`config.mk`:
```
export PLATFORM = sky130hd
export DESIGN_NAME = dual_addr_ram
export DESIGN_NICKNAME = d
export VERILOG_FILES = /design/src/rtl/dual_addr_ram_pkg.sv /design/src/rtl/dual_addr_ram_rdport.sv /design/src/rtl/dual_addr_ram.sv
export SDC_FILE = /design/constraint.sdc
export NUM_CORES = 1
export LEC_CHECK = 0
export BUFFER_PORTS_ARGS = -buffer_cell sky130_fd_sc_hd__buf_2
export CORE_UTILIZATION = 62
export DETAILED_ROUTE_END_ITERATION = 6
export PLACE_DENSITY = 0.92
export SLEW_MARGIN = 5
export SYNTH_ARGS = -nofsm -noshare
export SYNTH_HDL_FRONTEND = slang
export SYNTH_SLANG_ARGS = --single-unit
```
`constraint.sdc`:
```
create_clock -name clk -period 4.7 [get_ports clk]
set_input_delay 0.47 -clock clk [delete_from_list [all_inputs] [get_ports clk]]
set_output_delay 0.47 -clock clk [all_outputs]
set_load 0.005 [all_outputs]
```
`src/rtl/dual_addr_ram_pkg.sv`:
```
// Shared widths and word/address types for the dual-address scratch RAM.
package dual_addr_ram_pkg;

  localparam int DEF_DATA_WIDTH = 8;
  localparam int DEF_ADDR_WIDTH = 4;
  localparam int DEPTH          = 1 << DEF_ADDR_WIDTH;

  typedef logic [DEF_DATA_WIDTH-1:0] data_t;
  typedef logic [DEF_ADDR_WIDTH-1:0] addr_t;

  // Write/read address collision test shared by the top and any wrapper.
  function automatic logic addr_hit(input addr_t a, input addr_t b);
    return a == b;
  endfunction

endpackage

```
`src/rtl/dual_addr_ram_rdport.sv`:
```
// Registered read port: captures the selected word (or the forwarded write data) when enabled.
// Latency 1 cycle; no backpressure, the output simply holds while the port is disabled.
module dual_addr_ram_rdport
  import dual_addr_ram_pkg::*;
#(
  parameter int DATA_WIDTH = DEF_DATA_WIDTH
) (
  input  logic                  clk,
  input  logic                  rst,
  input  logic                  rd_en,
  input  logic [DATA_WIDTH-1:0] rd_dat,
  input  logic                  byp_vld,
  input  logic [DATA_WIDTH-1:0] byp_dat,
  output logic [DATA_WIDTH-1:0] dout
);

  logic [DATA_WIDTH-1:0] dout_d;
  logic [DATA_WIDTH-1:0] dout_q;

  always_comb begin
    dout_d = dout_q;
    if (rd_en) begin
      dout_d = byp_vld ? byp_dat : rd_dat;
    end
  end

  always_ff @(posedge clk or posedge rst) begin
    if (rst) begin
      dout_q <= '0;
    end else begin
      dout_q <= dout_d;
    end
  end

  assign dout = dout_q;

endmodule

```
`src/rtl/dual_addr_ram.sv`:
```
// 16x8 RAM: port 0 writes or reads, port 1 reads only; both outputs registered (1-cycle latency).
// No backpressure. DUAL_ADDR_RAM_BYPASS_EN makes a same-address port-1 read return the word being written.
module dual_addr_ram
  import dual_addr_ram_pkg::*;
#(
  parameter int DATA_WIDTH = DEF_DATA_WIDTH,
  parameter int ADDR_WIDTH = DEF_ADDR_WIDTH
) (
  input  logic                  clk,
  input  logic                  rst,
  input  logic                  wr_en,
  input  logic [DATA_WIDTH-1:0] data_in,
  input  logic [ADDR_WIDTH-1:0] addr_in_0,
  input  logic [ADDR_WIDTH-1:0] addr_in_1,
  input  logic                  port_en_0,
  input  logic                  port_en_1,
  output logic [DATA_WIDTH-1:0] data_out_0,
  output logic [DATA_WIDTH-1:0] data_out_1
);

  localparam int MEM_DEPTH = 1 << ADDR_WIDTH;

  logic [DATA_WIDTH-1:0] mem_d [MEM_DEPTH];
  logic [DATA_WIDTH-1:0] mem_q [MEM_DEPTH];

  logic wr_fire;
  logic rd_en_0;
  logic byp_vld_1;

  assign wr_fire = port_en_0 && wr_en;
  // A write cycle on port 0 is not a read: data_out_0 holds.
  assign rd_en_0 = port_en_0 && !wr_en;

`ifdef DUAL_ADDR_RAM_BYPASS_EN
  assign byp_vld_1 = wr_fire && (addr_in_0 == addr_in_1);
`else
  assign byp_vld_1 = 1'b0;
`endif

  always_comb begin
    mem_d = mem_q;
    if (wr_fire) begin
      mem_d[addr_in_0] = data_in;
    end
  end

  always_ff @(posedge clk or posedge rst) begin
    if (rst) begin
      for (int i = 0; i < MEM_DEPTH; i++) begin
        mem_q[i] <= '0;
      end
    end else begin
      mem_q <= mem_d;
    end
  end

  dual_addr_ram_rdport #(
    .DATA_WIDTH(DATA_WIDTH)
  ) u_rdport_0 (
    .clk    (clk),
    .rst    (rst),
    .rd_en  (rd_en_0),
    .rd_dat (mem_q[addr_in_0]),
    .byp_vld(1'b0),
    .byp_dat(data_in),
    .dout   (data_out_0)
  );

  // Reads the pre-write array, so without forwarding a collision is read-first.
  dual_addr_ram_rdport #(
    .DATA_WIDTH(DATA_WIDTH)
  ) u_rdport_1 (
    .clk    (clk),
    .rst    (rst),
    .rd_en  (port_en_1),
    .rd_dat (mem_q[addr_in_1]),
    .byp_vld(byp_vld_1),
    .byp_dat(data_in),
    .dout   (data_out_1)
  );

endmodule

```
==> impl_metrics.toml <==
[clock_network]
clk_latency_ns = 0.43
cts.sink_count = 144
cts_buffers = 17
tritoncts = "done"
h-tree-depth = 4
cts_resized = 0
holdBufCountCts = 0
cts_root_buffer = "clkbuf_16"
clock_path_buffers = 2
clkTransAtPathRegs_ns = 0.06
cts_setup_buffers = 0

[timing]
hold_violations = 0
slew_violations = 0
skew_ns = 0.00672
finalSetupViolations = 0
finalCriticalPeriod_ns = 2.31
setup_tns_ns = 0
tightest_slew_ns = 1.29
fin_hold_ws_ns = 0.247
rsz0062_at_grt = "false"
period_share = 0.491
relSlewSlack = 0.139
fmax_mhz = 434

[setup_path]
worstPathMaxFanout = 33
cp-start-kind = "input port"
path_class = "input port to flip-flop"
worst_ep_required_time_ns = 4.92
slowest_delay_ns = 0.67
crit_chain = "buf_2 > buf_4 > mux2_2 > a222oi_1 > a41oi_1"
cp.arrival_ns = 2.52
cp-end-kind = "flip-flop"
cp_slowest_cell = "buf_2"

[power_and_ir_drop]
p_per_area_nw_per_um2 = 444
total_power_mw = 3.63
peakVddDrop_mv = 0.248
p_leak_nw = 3.52

[outcome]
violations = "DRC"
outcome = "finished, violations left"

[cells_and_area]
layout_commonest_cell = "mux2_2"
multi_input_area_um2 = 3640
final-seq-area_um2 = 3600
post-route-util = 0.704
nNetsFinal = 537
diodes = 0
syn2layout_area_growth_pct = 8.70
final_cell_mix = "mux2_2 (160), dfrtp_1 (144), mux4_2 (48)"
fillers = 717
drive_gt1_frac = 0.550

[floorplan]
die_y_um = 112
start_util = 0.648
dieArea_um2 = 12600
fp-row-count = 39
pin_count = 37
core_area_um2 = 11600
die_w_um = 112

[routing]
drt_iter0_markers = 625
drt_first_pass_iters = 7
vias = 4862
drt_wl_total_um = 18000
top_layer_used = "met4"
vias_per_cell = 7.26
ant_nets = 0
met2_length_um = 8570
wl_per_cell_um = 26.8
drc = 2
wl_met1_um = 7350
wl_met3_um = 1580

[synthesis]
yosys_warnings = 0
syn_area_um2 = 7520
synth_edf_count = 0
synth_cells = 501
synth_seq_cells = 144
ys.flop_type = "dfrtp_1"
synth_cell_types = 31
synth_nets = 522
avgSynthCellArea_um2 = 15.0
synthArstFlopShare = 1.00
seq_area_frac_synth = 0.479

[global_route]
grt_pass1_vias = 5078
track_usage = 0.314
grt_overflow = 0
grt_first_pass_wirelength_um = 29100
grt_antenna_before_repair = 0
grt_max_degree = 105

[run]
cap_violations = 0

[placement]
io_buffers = 36
place_hpwl_um = 11700
routabilityCongestion = 0.840

[hold_path]
hold_class = "input port to asynchronous set/reset pin"
[routing by layer]
layer,vias up,GRT usage
li1,1975,-
met1,2538,0.431
met2,297,0.475
met3,52,0.0810
met4,0,0.145
met5,-,0
[synth_stat cells, drive strengths merged, types with 6 or more instances]
cell type  count  area [um^2]
mux2i          8         80.1
a221oi         8         70.1
mux4          48         1080
dfrtp        144         3600
mux2         160         1800
clkbuf        12         46.3
a222oi         8         80.1
a41oi          8         70.1
nand2         11         41.3
nand2b         6         37.5
o22ai          8         50.1
buf           30          228
a22oi          8         60.1
nor2          26          120
[layout make-up]
cell class / count / share of cell area
Sequential cell: 144 / 0.441
Tap cell: 143 / 0.0219
Multi-Input combinational cell: 314 / 0.445
Clock inverter: 6 / 0.00704
Inverter: 1 / 0.00107
Timing Repair Buffer: 38 / 0.0239
Clock buffer: 24 / 0.0601
[final timing paths]
kind	slack, ns	depth (start not counted)	startpoint	endpoint
max	2.39	5	addr_in_0[1]	u_rdport_0.dout[6]$_DFFE_PP0P_
min in group clk	0.47	3	port_en_1	u_rdport_1.dout[0]$_DFFE_PP0P_
max in group asynchronous	3.36	3	rst	mem_q[18]$_DFFE_PP0P_
min	0.25	2	rst	mem_q[40]$_DFFE_PP0P_
min reg2reg	0.53	1	mem_q[42]$_DFFE_PP0P_	mem_q[42]$_DFFE_PP0P_
max reg2reg	3.05	3	mem_q[2]$_DFFE_PP0P_	u_rdport_0.dout[2]$_DFFE_PP0P_
[cells by family (layout without fill, tap and decap cells)]
group,count (synthesis),after routing,share of synthesized area
AO/OA/AOI/OAI,40,40,0.0439
flip-flops,144,144,0.479
buffers and inverters,43,69,0.0369
AND/OR/NAND/NOR,58,58,0.0462
multiplexers,216,216,0.394
[where the power goes]
part	switching [mW]	leakage [nW]	internal [mW]
clock network	0.491	0.272	0.773
registers	0.193	1.83	1.48
logic	0.282	1.42	0.411
total	0.966	3.52	2.66
[critical path: cells and delay by family]
family,cells,cell delay (ns)
mux,1,0.39
compound gates,2,0.51
buf+inv,2,1.12
[sequential cells by signal, indices dropped and copies added (netlist names)]
name and cells:
u_rdport_1.dout 8, u_rdport_0.dout 8, mem_q 128
[through the flow]
stage / cells / setup WS, ns / instance area (um^2)
floorplan: 501 / 0.364 / 7520
global placement: 640 / 2.09 / 7630
detailed placement: 640 / 2.01 / 7630
CTS: 670 / 2.47 / 8180
global route: 670 / 2.34 / 8180
finish: 670 / 2.39 / 8180
(Power assumes the default switching activity.)
